File: src/rtl/cavlc_scan_ctrl_if.sv
// +-----------------------------------------------------------------------+
// | cavlc_scan_ctrl_if : handshake, buffer and statistics bus of the scan  |
// | sequencer.                                            Revision: 1.0   |
// +-----------------------------------------------------------------------+
`default_nettype none

interface cavlc_scan_ctrl_if #(
  parameter int COEFF_W   = 8,
  parameter int NUM_COEFF = 16
);
  localparam int AW = (NUM_COEFF > 1) ? $clog2(NUM_COEFF) : 1;

  logic               start_i;
  logic               abort_i;
  logic               busy_o;
  logic               rd_en_o;
  logic [AW-1:0]      rd_addr_o;
  logic [COEFF_W-1:0] rd_data_i;
  logic               cnt_rst_o;
  logic               start_cnt_o;
  logic [COEFF_W-1:0] coeff_o;
  logic [4:0]         total_coeff_o;
  logic [1:0]         trailing_ones_o;
  logic [3:0]         total_zeros_o;
  logic               stat_valid_o;
  logic               stat_ready_i;

  // Sequencer side
  modport slave (
    input  start_i, abort_i, rd_data_i, stat_ready_i,
    output busy_o, rd_en_o, rd_addr_o, cnt_rst_o, start_cnt_o, coeff_o,
           total_coeff_o, trailing_ones_o, total_zeros_o, stat_valid_o
  );

  // Requester / buffer / consumer side
  modport master (
    output start_i, abort_i, rd_data_i, stat_ready_i,
    input  busy_o, rd_en_o, rd_addr_o, cnt_rst_o, start_cnt_o, coeff_o,
           total_coeff_o, trailing_ones_o, total_zeros_o, stat_valid_o
  );
endinterface

`default_nettype wire

File: src/rtl/cavlc_scan_ctrl.sv
// +-----------------------------------------------------------------------+
// | cavlc_scan_ctrl : reverse-zigzag scan of one residual block, feeding   |
// | the run-before counter and collecting coeff_token/total_zeros stats.   |
// |                                                       Revision: 1.0   |
// +-----------------------------------------------------------------------+
`default_nettype none

module cavlc_scan_ctrl #(
  parameter int COEFF_W   = 8,
  parameter int NUM_COEFF = 16
) (
  input  wire logic        clk,
  input  wire logic        rst,
  cavlc_scan_ctrl_if.slave bus
);
  localparam int            AW     = (NUM_COEFF > 1) ? $clog2(NUM_COEFF) : 1;
  localparam logic [AW-1:0] C_LAST = AW'(NUM_COEFF - 1);
  localparam logic [COEFF_W-1:0] C_PLUS1  = COEFF_W'(1);
  localparam logic [COEFF_W-1:0] C_MINUS1 = {COEFF_W{1'b1}};

  typedef enum logic [2:0] {
    S_IDLE  = 3'd0,
    S_CLR   = 3'd1,
    S_FETCH = 3'd2,
    S_DRAIN = 3'd3,
    S_DONE  = 3'd4
  } state_t;

  state_t        r_state;
  state_t        w_next;
  logic [AW-1:0] r_addr;
  logic [4:0]    r_tc;
  logic [1:0]    r_t1;
  logic [3:0]    r_tz;
  logic          r_seen_nz;
  logic          r_t1_open;
  logic          r_abort_clr;

  logic          w_abort;
  logic          w_feed;
  logic          w_nz;
  logic          w_pm1;

  assign w_abort = bus.abort_i && (r_state != S_IDLE);
  assign w_feed  = (r_state == S_FETCH) || (r_state == S_DRAIN);
  assign w_nz    = (bus.rd_data_i != '0);
  assign w_pm1   = (bus.rd_data_i == C_PLUS1) || (bus.rd_data_i == C_MINUS1);

  always_comb begin
    w_next = r_state;
    case (r_state)
      S_IDLE:  if (bus.start_i) w_next = S_CLR;
      S_CLR:   w_next = (r_addr == '0) ? S_DRAIN : S_FETCH;
      S_FETCH: if (r_addr == '0) w_next = S_DRAIN;
      S_DRAIN: w_next = S_DONE;
      S_DONE:  if (bus.stat_ready_i) w_next = S_IDLE;
      default: w_next = S_IDLE;
    endcase
    if (w_abort) w_next = S_IDLE;
  end

  always_ff @(posedge clk or negedge rst) begin
    if (!rst) begin
      r_state     <= S_IDLE;
      r_addr      <= '0;
      r_tc        <= '0;
      r_t1        <= '0;
      r_tz        <= '0;
      r_seen_nz   <= 1'b0;
      r_t1_open   <= 1'b0;
      r_abort_clr <= 1'b0;
    end else begin
      r_state     <= w_next;
      r_abort_clr <= w_abort;
      if (w_abort) begin
        r_addr    <= '0;
        r_tc      <= '0;
        r_t1      <= '0;
        r_tz      <= '0;
        r_seen_nz <= 1'b0;
        r_t1_open <= 1'b0;
      end else begin
        if (r_state == S_IDLE && bus.start_i) r_addr <= C_LAST;
        if (r_state == S_CLR || r_state == S_FETCH) r_addr <= r_addr - 1'b1;
        if (r_state == S_CLR) begin
          r_tc      <= '0;
          r_t1      <= '0;
          r_tz      <= '0;
          r_seen_nz <= 1'b0;
          r_t1_open <= 1'b1;
        end
        if (w_feed) begin
          if (w_nz) begin
            r_tc      <= r_tc + 5'd1;
            r_seen_nz <= 1'b1;
            // A 4th +/-1 or any larger magnitude closes the trailing-ones run
            if (r_t1_open && w_pm1 && r_t1 != 2'd3) r_t1 <= r_t1 + 2'd1;
            else                                     r_t1_open <= 1'b0;
          end else if (r_seen_nz) begin
            r_tz <= r_tz + 4'd1;
          end
        end
      end
    end
  end

  assign bus.busy_o          = (r_state != S_IDLE);
  assign bus.rd_en_o         = (r_state == S_CLR) || (r_state == S_FETCH);
  assign bus.rd_addr_o       = bus.rd_en_o ? r_addr : '0;
  assign bus.cnt_rst_o       = (r_state == S_CLR) || r_abort_clr;
  assign bus.start_cnt_o     = w_feed;
  assign bus.coeff_o         = w_feed ? bus.rd_data_i : '0;
  assign bus.stat_valid_o    = (r_state == S_DONE);
  assign bus.total_coeff_o   = r_tc;
  assign bus.trailing_ones_o = r_t1;
  assign bus.total_zeros_o   = r_tz;

endmodule

`default_nettype wire

File: src/flat_wrapper.sv
// flat-port wrapper written by rule: the top's interface ports become plain ports
module cavlc_scan_ctrl_flat 
#(
  parameter int COEFF_W   = 8,
  parameter int NUM_COEFF = 16
)
  (clk, rst, bus_start_i, bus_abort_i, bus_rd_data_i, bus_stat_ready_i, bus_busy_o, bus_rd_en_o, bus_rd_addr_o, bus_cnt_rst_o, bus_start_cnt_o, bus_coeff_o, bus_total_coeff_o, bus_trailing_ones_o, bus_total_zeros_o, bus_stat_valid_o);
  cavlc_scan_ctrl_if #(.COEFF_W(COEFF_W), .NUM_COEFF(NUM_COEFF)) bus_i ();
  input  wire logic clk;
  input  wire logic rst;
  input wire logic [$bits(bus_i.start_i)-1:0] bus_start_i;
  input wire logic [$bits(bus_i.abort_i)-1:0] bus_abort_i;
  input wire logic [$bits(bus_i.rd_data_i)-1:0] bus_rd_data_i;
  input wire logic [$bits(bus_i.stat_ready_i)-1:0] bus_stat_ready_i;
  output wire logic [$bits(bus_i.busy_o)-1:0] bus_busy_o;
  output wire logic [$bits(bus_i.rd_en_o)-1:0] bus_rd_en_o;
  output wire logic [$bits(bus_i.rd_addr_o)-1:0] bus_rd_addr_o;
  output wire logic [$bits(bus_i.cnt_rst_o)-1:0] bus_cnt_rst_o;
  output wire logic [$bits(bus_i.start_cnt_o)-1:0] bus_start_cnt_o;
  output wire logic [$bits(bus_i.coeff_o)-1:0] bus_coeff_o;
  output wire logic [$bits(bus_i.total_coeff_o)-1:0] bus_total_coeff_o;
  output wire logic [$bits(bus_i.trailing_ones_o)-1:0] bus_trailing_ones_o;
  output wire logic [$bits(bus_i.total_zeros_o)-1:0] bus_total_zeros_o;
  output wire logic [$bits(bus_i.stat_valid_o)-1:0] bus_stat_valid_o;
  assign bus_i.start_i = bus_start_i;
  assign bus_i.abort_i = bus_abort_i;
  assign bus_i.rd_data_i = bus_rd_data_i;
  assign bus_i.stat_ready_i = bus_stat_ready_i;
  assign bus_busy_o = bus_i.busy_o;
  assign bus_rd_en_o = bus_i.rd_en_o;
  assign bus_rd_addr_o = bus_i.rd_addr_o;
  assign bus_cnt_rst_o = bus_i.cnt_rst_o;
  assign bus_start_cnt_o = bus_i.start_cnt_o;
  assign bus_coeff_o = bus_i.coeff_o;
  assign bus_total_coeff_o = bus_i.total_coeff_o;
  assign bus_trailing_ones_o = bus_i.trailing_ones_o;
  assign bus_total_zeros_o = bus_i.total_zeros_o;
  assign bus_stat_valid_o = bus_i.stat_valid_o;
  cavlc_scan_ctrl #(.COEFF_W(COEFF_W), .NUM_COEFF(NUM_COEFF)) u_core (.clk(clk), .rst(rst), .bus(bus_i));
endmodule
File: config.mk
export PLATFORM = sky130hd
export DESIGN_NAME = cavlc_scan_ctrl_flat
export DESIGN_NICKNAME = d
export VERILOG_FILES = /design/src/rtl/cavlc_scan_ctrl_if.sv /design/src/rtl/cavlc_scan_ctrl.sv /design/src/flat_wrapper.sv
export SDC_FILE = /design/constraint.sdc
export NUM_CORES = 1
export LEC_CHECK = 0
export ABC_AREA = 1
export BUFFER_PORTS_ARGS = -buffer_cell sky130_fd_sc_hd__buf_2
export CORE_ASPECT_RATIO = 0.7
export CORE_MARGIN = 4
export CORE_UTILIZATION = 25
export DETAILED_ROUTE_END_ITERATION = 10
export PLACE_DENSITY = 0.53
export SYNTH_ARGS = -nofsm -noshare
export SYNTH_HDL_FRONTEND = slang
export SYNTH_SLANG_ARGS = --single-unit
File: constraint.sdc
create_clock -name clk -period 1.8 [get_ports clk]
set_clock_uncertainty 0.05 [all_clocks]
set_input_delay 0 -clock clk [delete_from_list [all_inputs] [get_ports clk]]
set_output_delay 0 -clock clk [all_outputs]
set_load 0.02 [all_outputs]
; ---- Word-level counts from Yosys, hierarchy flattened
; Index checks and enable logic that the tools add are counted.
[classes]
add_sub_neg = 4
eq_ne = 10
muxes = 34
reduce_logical = 14
[op_table]
columns = op, count
row1 = 4-bit two-way mux, 9
row2 = 5-bit two-way mux, 4
row3 = 3-bit case mux with 5 select lines, 1
row4 = 3-bit two-way mux, 4
row5 = 1-bit two-way mux, 10
row6 = 2-bit two-way mux, 5
row7 = 8-bit by 1-bit == test with 1-bit output (second input constant), 1
row8 = 8-bit == test (second input constant), 1
row9 = 8-bit two-way mux, 1
row10 = 8-bit nonzero test, 1
row11 = 3-bit by 2-bit == test with 1-bit output (second input constant), 2
row12 = 3-bit by 2-bit != test with 1-bit output (second input constant), 2
row13 = 3-bit nonzero test, 2
row14 = 5-bit by 1-bit adder with 5-bit output (second input constant), 1
row15 = 4-bit by 1-bit adder with 4-bit output (second input constant), 1
row16 = 1-bit logical AND, 4
row17 = 4-bit zero test, 1
row18 = 1-bit logical OR, 4
row19 = 4-bit by 1-bit subtractor with 4-bit output (second input constant), 1
row20 = 3-bit by 1-bit == test with 1-bit output (second input constant), 1
row21 = 3-bit == test (second input constant), 1
row22 = 3-bit zero test, 1
row23 = 3-bit by 1-bit != test with 1-bit output (second input constant), 1
row24 = 3-bit AND reduction, 1
row25 = 2 further kinds, 2
[word_totals]
reg_bits = 21
out_inout_bits = 28
wordCells = 70

; ---- Depth between registers and ports, before layout
[logic_depth]
depth_word = 8
ltp_mapped = 8
ltp_nobuf = 8

; ---- Worst setup path before layout
; OpenSTA, ideal clock, no wires.
[synth_timing]
path_type = flip-flop to flip-flop
start = reg u_core.r_state[2]
end = reg u_core.r_state[0]
setup_time_ns = 0.123
arrival_time_ns = 1.344
t_required_ns = 1.627
slack_ns = 0.284
stages_incl_launch_ff = 6
path_buffers = 0
period_less_slack_ns = 1.516
cell_sequence = dfrtp_1 -> inv_2 -> nor3_1 -> nand2_1 -> o211ai_1 -> nor3_1
[synth_via]
elab_cells_between_ends = 13
[synth_rtl]
columns = item, line_no
row1 = from (decl), cavlc_scan_ctrl.sv:29  ; state_t r_state;
row2 = from (signal assigned), cavlc_scan_ctrl.sv:73  ; r_state <= w_next;
row3 = 3-bit == test (*), --
row4 = net bus_stat_valid_o, flat_wrapper.sv:24  ; output wire logic [$bits(bus_i.stat_valid_o)-1:0] bus_stat_valid_o;
row5 = 3-bit case mux with 5 select lines or 3-bit by 2-bit != test with 1-bit output (tied branches), --
row6 = 3-bit two-way mux or 3-bit AND reduction (tied branches), --
; The timed path passes the listed nets; every way through them passes the cells marked *.
; A chain may end at the register's enable or synchronous reset.

; ---- Worst setup path in the final report
[layout_timing]
start = reg u_core.r_state[1]
end = reg u_core.r_state[2]
[layout_via]
elab_chain_len = 4
elab_cells_between_ends = 13
[layout_rtl]
columns = item, line_no
row1 = 3-bit nonzero test, cavlc_scan_ctrl.sv:44  ; assign w_abort = bus.abort_i && (r_state != S_IDLE);
row2 = 1-bit logical AND, cavlc_scan_ctrl.sv:44
row3 = 3-bit by 1-bit != test with 1-bit output (no source line) or 3-bit by 2-bit != test with 1-bit output (tied branches), --
row4 = 3-bit AND reduction (no source line), --
; Parallel ways exist; a longest one is shown, timed or not.

==> impl_metrics.csv <==
group,metric,value,unit
sta,slew-limit-headroom,65.95,%
power_and_ir_drop,seq_power_share,28.3,%
grt,grt_max_degree,22,
setup_path,required,1940,ps
clock_tree,ctsRootBufferMaster,"clkbuf_8",
synth,synthAdderAreaFrac,3.663,%
power_and_ir_drop,swShare,49.70,%
grt,grt_pass1_vias,1285,
floorplanning,start_util,25.99,%
synth,synth_largest_area_cell,"dfrtp_1",
drt,vias_per_cell,4.358,
drt,drt-pass1-iter-count,4,
setup_path,crit_path_start_kind,"register",
sta,finalCritPeriodShare,96.56,%
sta,finalHoldViolations,0,
place,portBuffers,40,
floorplanning,io_pins,41,
run,cap_violations,0,
layout,fin_area,0.001779,mm2
synth,synth_xor_area_share,1.282,%
synth,yosys_warnings,0,
layout,fin_util,33.84,%
grt,antenna_found_initial,0,
clock_tree,cts.reportedPaths.clkPinSlew,80,ps
floorplanning,die_h,69.85,um
min_path,worstHoldEndpoint,"u_core.r_state[0]",
power_and_ir_drop,clkPwrFrac,12.6,%
place,hpwl,2.643,mm
min_path,worstHoldPathCells,3,
grt,grt_pass1_wl,5.851,mm
place,globalplace.congestion,0.8086,
drt,drc_errors,0,
layout,area_growth,30.22,%
layout,antenna_cells,0,
sta,finalSetupViolCount,0,
drt,drt_wl_total,3.509,mm
synth,yosys-mux-area-fraction,0,%
synth,synthCells,193,
drt,routed-via-count,1377,
setup_path,r2r_slack,60,ps
setup_path,critPathMaxFanout,9,
place,placed_area,0.001657,mm2
setup_path,worst_ep_arrival_time,1880,ps
synth,yosys.area_share.simple,37.91,%
layout,final_nets,262,
clock_tree,htree_levels,1,
floorplanning,core,0.005258,mm2
layout,layout_common_cells,"nand2_1 (46), buf_2 (40), nor2_1 (33)",
setup_path,r2r.worst_path.cells,5,
clock_tree,clockBufferDepth,2,
synth,ys_ff_latch,21,
synth,syn_nets,210,
drt,wl_per_cell,11.10,um
min_path,hold_path_class,"in -> reg",
synth,ys_top_cells_by_area,"dfrtp_1 (38%), nand2_1 (13%), nor2_1 (9.1%)",
clock_tree,clkSinkCount,21,
setup_path,rr_endpoint,"u_core.r_state[2]",
power_and_ir_drop,power.internal,1.274,mW
run_status,outcome,"finished, final reports clean",
power_and_ir_drop,leakagePower,0.9924,nW
layout,final_common_cell,"nand2_1",
setup_path,critPathKind,"reg -> reg",
clock_tree,tritoncts,"yes",
power_and_ir_drop,powerDensity,1424,mW/mm2
sta,period_minus_slack,1738,ps
power_and_ir_drop,power_frac_comb,59.1,%
power_and_ir_drop,switchingPower,1.259,mW
drt,ant_nets,0,
floorplanning,die_x,96.36,um
synth,syn_area,0.001366,mm2
synth,synth_cell_types,26,
layout,drive_above_1_share,29.10,%
synth,yosysTopAreaCellShare,38.46,%
setup_path,endpoint_kind,"register",
sta,worstMarginPinSlew,510.7,ps
power_and_ir_drop,vdd_drop_max,0.0006915,V
sta,maxSlewViolCount,0,
clock_tree,insertion_delay,260,ps
min_path,min-delay-start,"bus_start_i",
setup_path,regToRegStartpoint,"u_core.r_state[1]",
floorplanning,die-area,0.006731,mm2
synth,syn_avg_cell_area,7.079,um2
synth,synth_compound_area_share,9.341,%
drt,initialDrtViolationCount,42,
grt,grtUsageTotal,10.71,%
grt,grt-ovfl-total,0,
synth,yosysSeqAreaShare,38.46,%
floorplanning,rows,22,
clock_tree,cts_buffers,3,
sta,max_freq,575.3,MHz
synth,synth_top_family_by_area,"simple AND/OR/NAND/NOR gates",
-- cell usage after synthesis, drive strengths merged --
cell and instances:
a21boi 1, a21oi 8, a31o 1, buf 2, dfrtp 21, ha 4, inv 30, nand2 48
nand3 20, nand4 2, nor2 38, nor3 2, o211ai 1, o21ai 10, o22ai 1, o31ai 1
or2 1, xnor2 2
-- metrics by stage --
step | cells | power [mW] | setup slack [ps] | hold slack (ps) | TNS, ps
5_1_grt | 316 | 2.753 | -16.33 | 60.06 | -16.33
4_1_cts | 312 | 2.474 | 48.09 | 37.18 | 0
6_report | 316 | 2.533 | 61.89 | 44.83 | 0
3_3_place_gp | 305 | 2.142 | 374.3 | -50.11 | 0
2_1_floorplan | 193 | 1.731 | 283.8 | -345.6 | 0
3_5_place_dp | 305 | 2.136 | 364.7 | -43.83 | 0
-- power by group through the flow --
| stage | Clock (mW) | Sequential, mW | Combinational, mW |
|---|---|---|---|
| 2_1_floorplan | 0 | 0.732 | 0.999 |
| 6_report | 0.320 | 0.716 | 1.50 |
| 3_5_place_dp | 0 | 0.718 | 1.42 |
| 3_3_place_gp | 0 | 0.721 | 1.42 |
| 5_1_grt | 0.355 | 0.734 | 1.66 |
| 4_1_cts | 0.335 | 0.711 | 1.43 |
-- layer usage --
layer	up-vias	GRT usage, %	share of wire [%]
met3	2	2.799	4.2
met1	638	15.67	51
met4	0	1.866	0.37
li1	713	-	-
met5	-	0	0
met2	24	15.91	45
-- cell families (layout without fill, tap and decap cells) --
family | Yosys count | in the layout
flops | 21 | 21
fa+ha+maj | 4 | 4
simple gates | 111 | 111
xor+xnor | 2 | 2
buf+inv | 32 | 83
compound gates | 23 | 23
-- sequential cells by signal, indices dropped and copies added, names as in the netlist --
register,cells
u_core.bus.total_zeros_o,4
u_core.r_state,3
u_core.r_t1_open,1
u_core.r_abort_clr,1
u_core.r_seen_nz,1
u_core.bus.total_coeff_o,5
u_core.bus.trailing_ones_o,2
u_core.r_addr,4
-- cell type report --
class	count	area (um2)
repair buffers	49	275.3
clock buffers	3	41.29
multi-input cells	140	728.2
well taps	72	90.09
flip-flops and latches	21	526.8
fillers	559	3478
inverters	30	112.6
clock inverters	1	5.005
-- worst max path at each step --
stage                     cells past startpoint           endpoint              start
final                                         5  u_core.r_state[2]  u_core.r_state[1]
after global routing                          5  u_core.r_state[2]  u_core.r_state[1]
after CTS                                     6  u_core.r_state[2]  u_core.r_state[2]
after detailed placement                      6   u_core.r_addr[0]  u_core.r_state[2]
after global placement                        6   u_core.r_addr[0]  u_core.r_state[2]
after floorplan                               5  u_core.r_state[0]  u_core.r_state[2]
-- critical path: stages (launching register included) --
cell	delay, ps
dfrtp_1	400
inv_2	100
nor2_8	190
inv_2	130
o31ai_2	210
dlygate4sd3_1	600
-- what timing repair did --
action	in CTS	in global routing
buffers inserted	0	4
endpoints found under the hold margin	22	0
hold buffers	3	0
endpoints found under the setup margin	0	2
gates resized for setup	0	4
(Power assumes the default switching activity.)
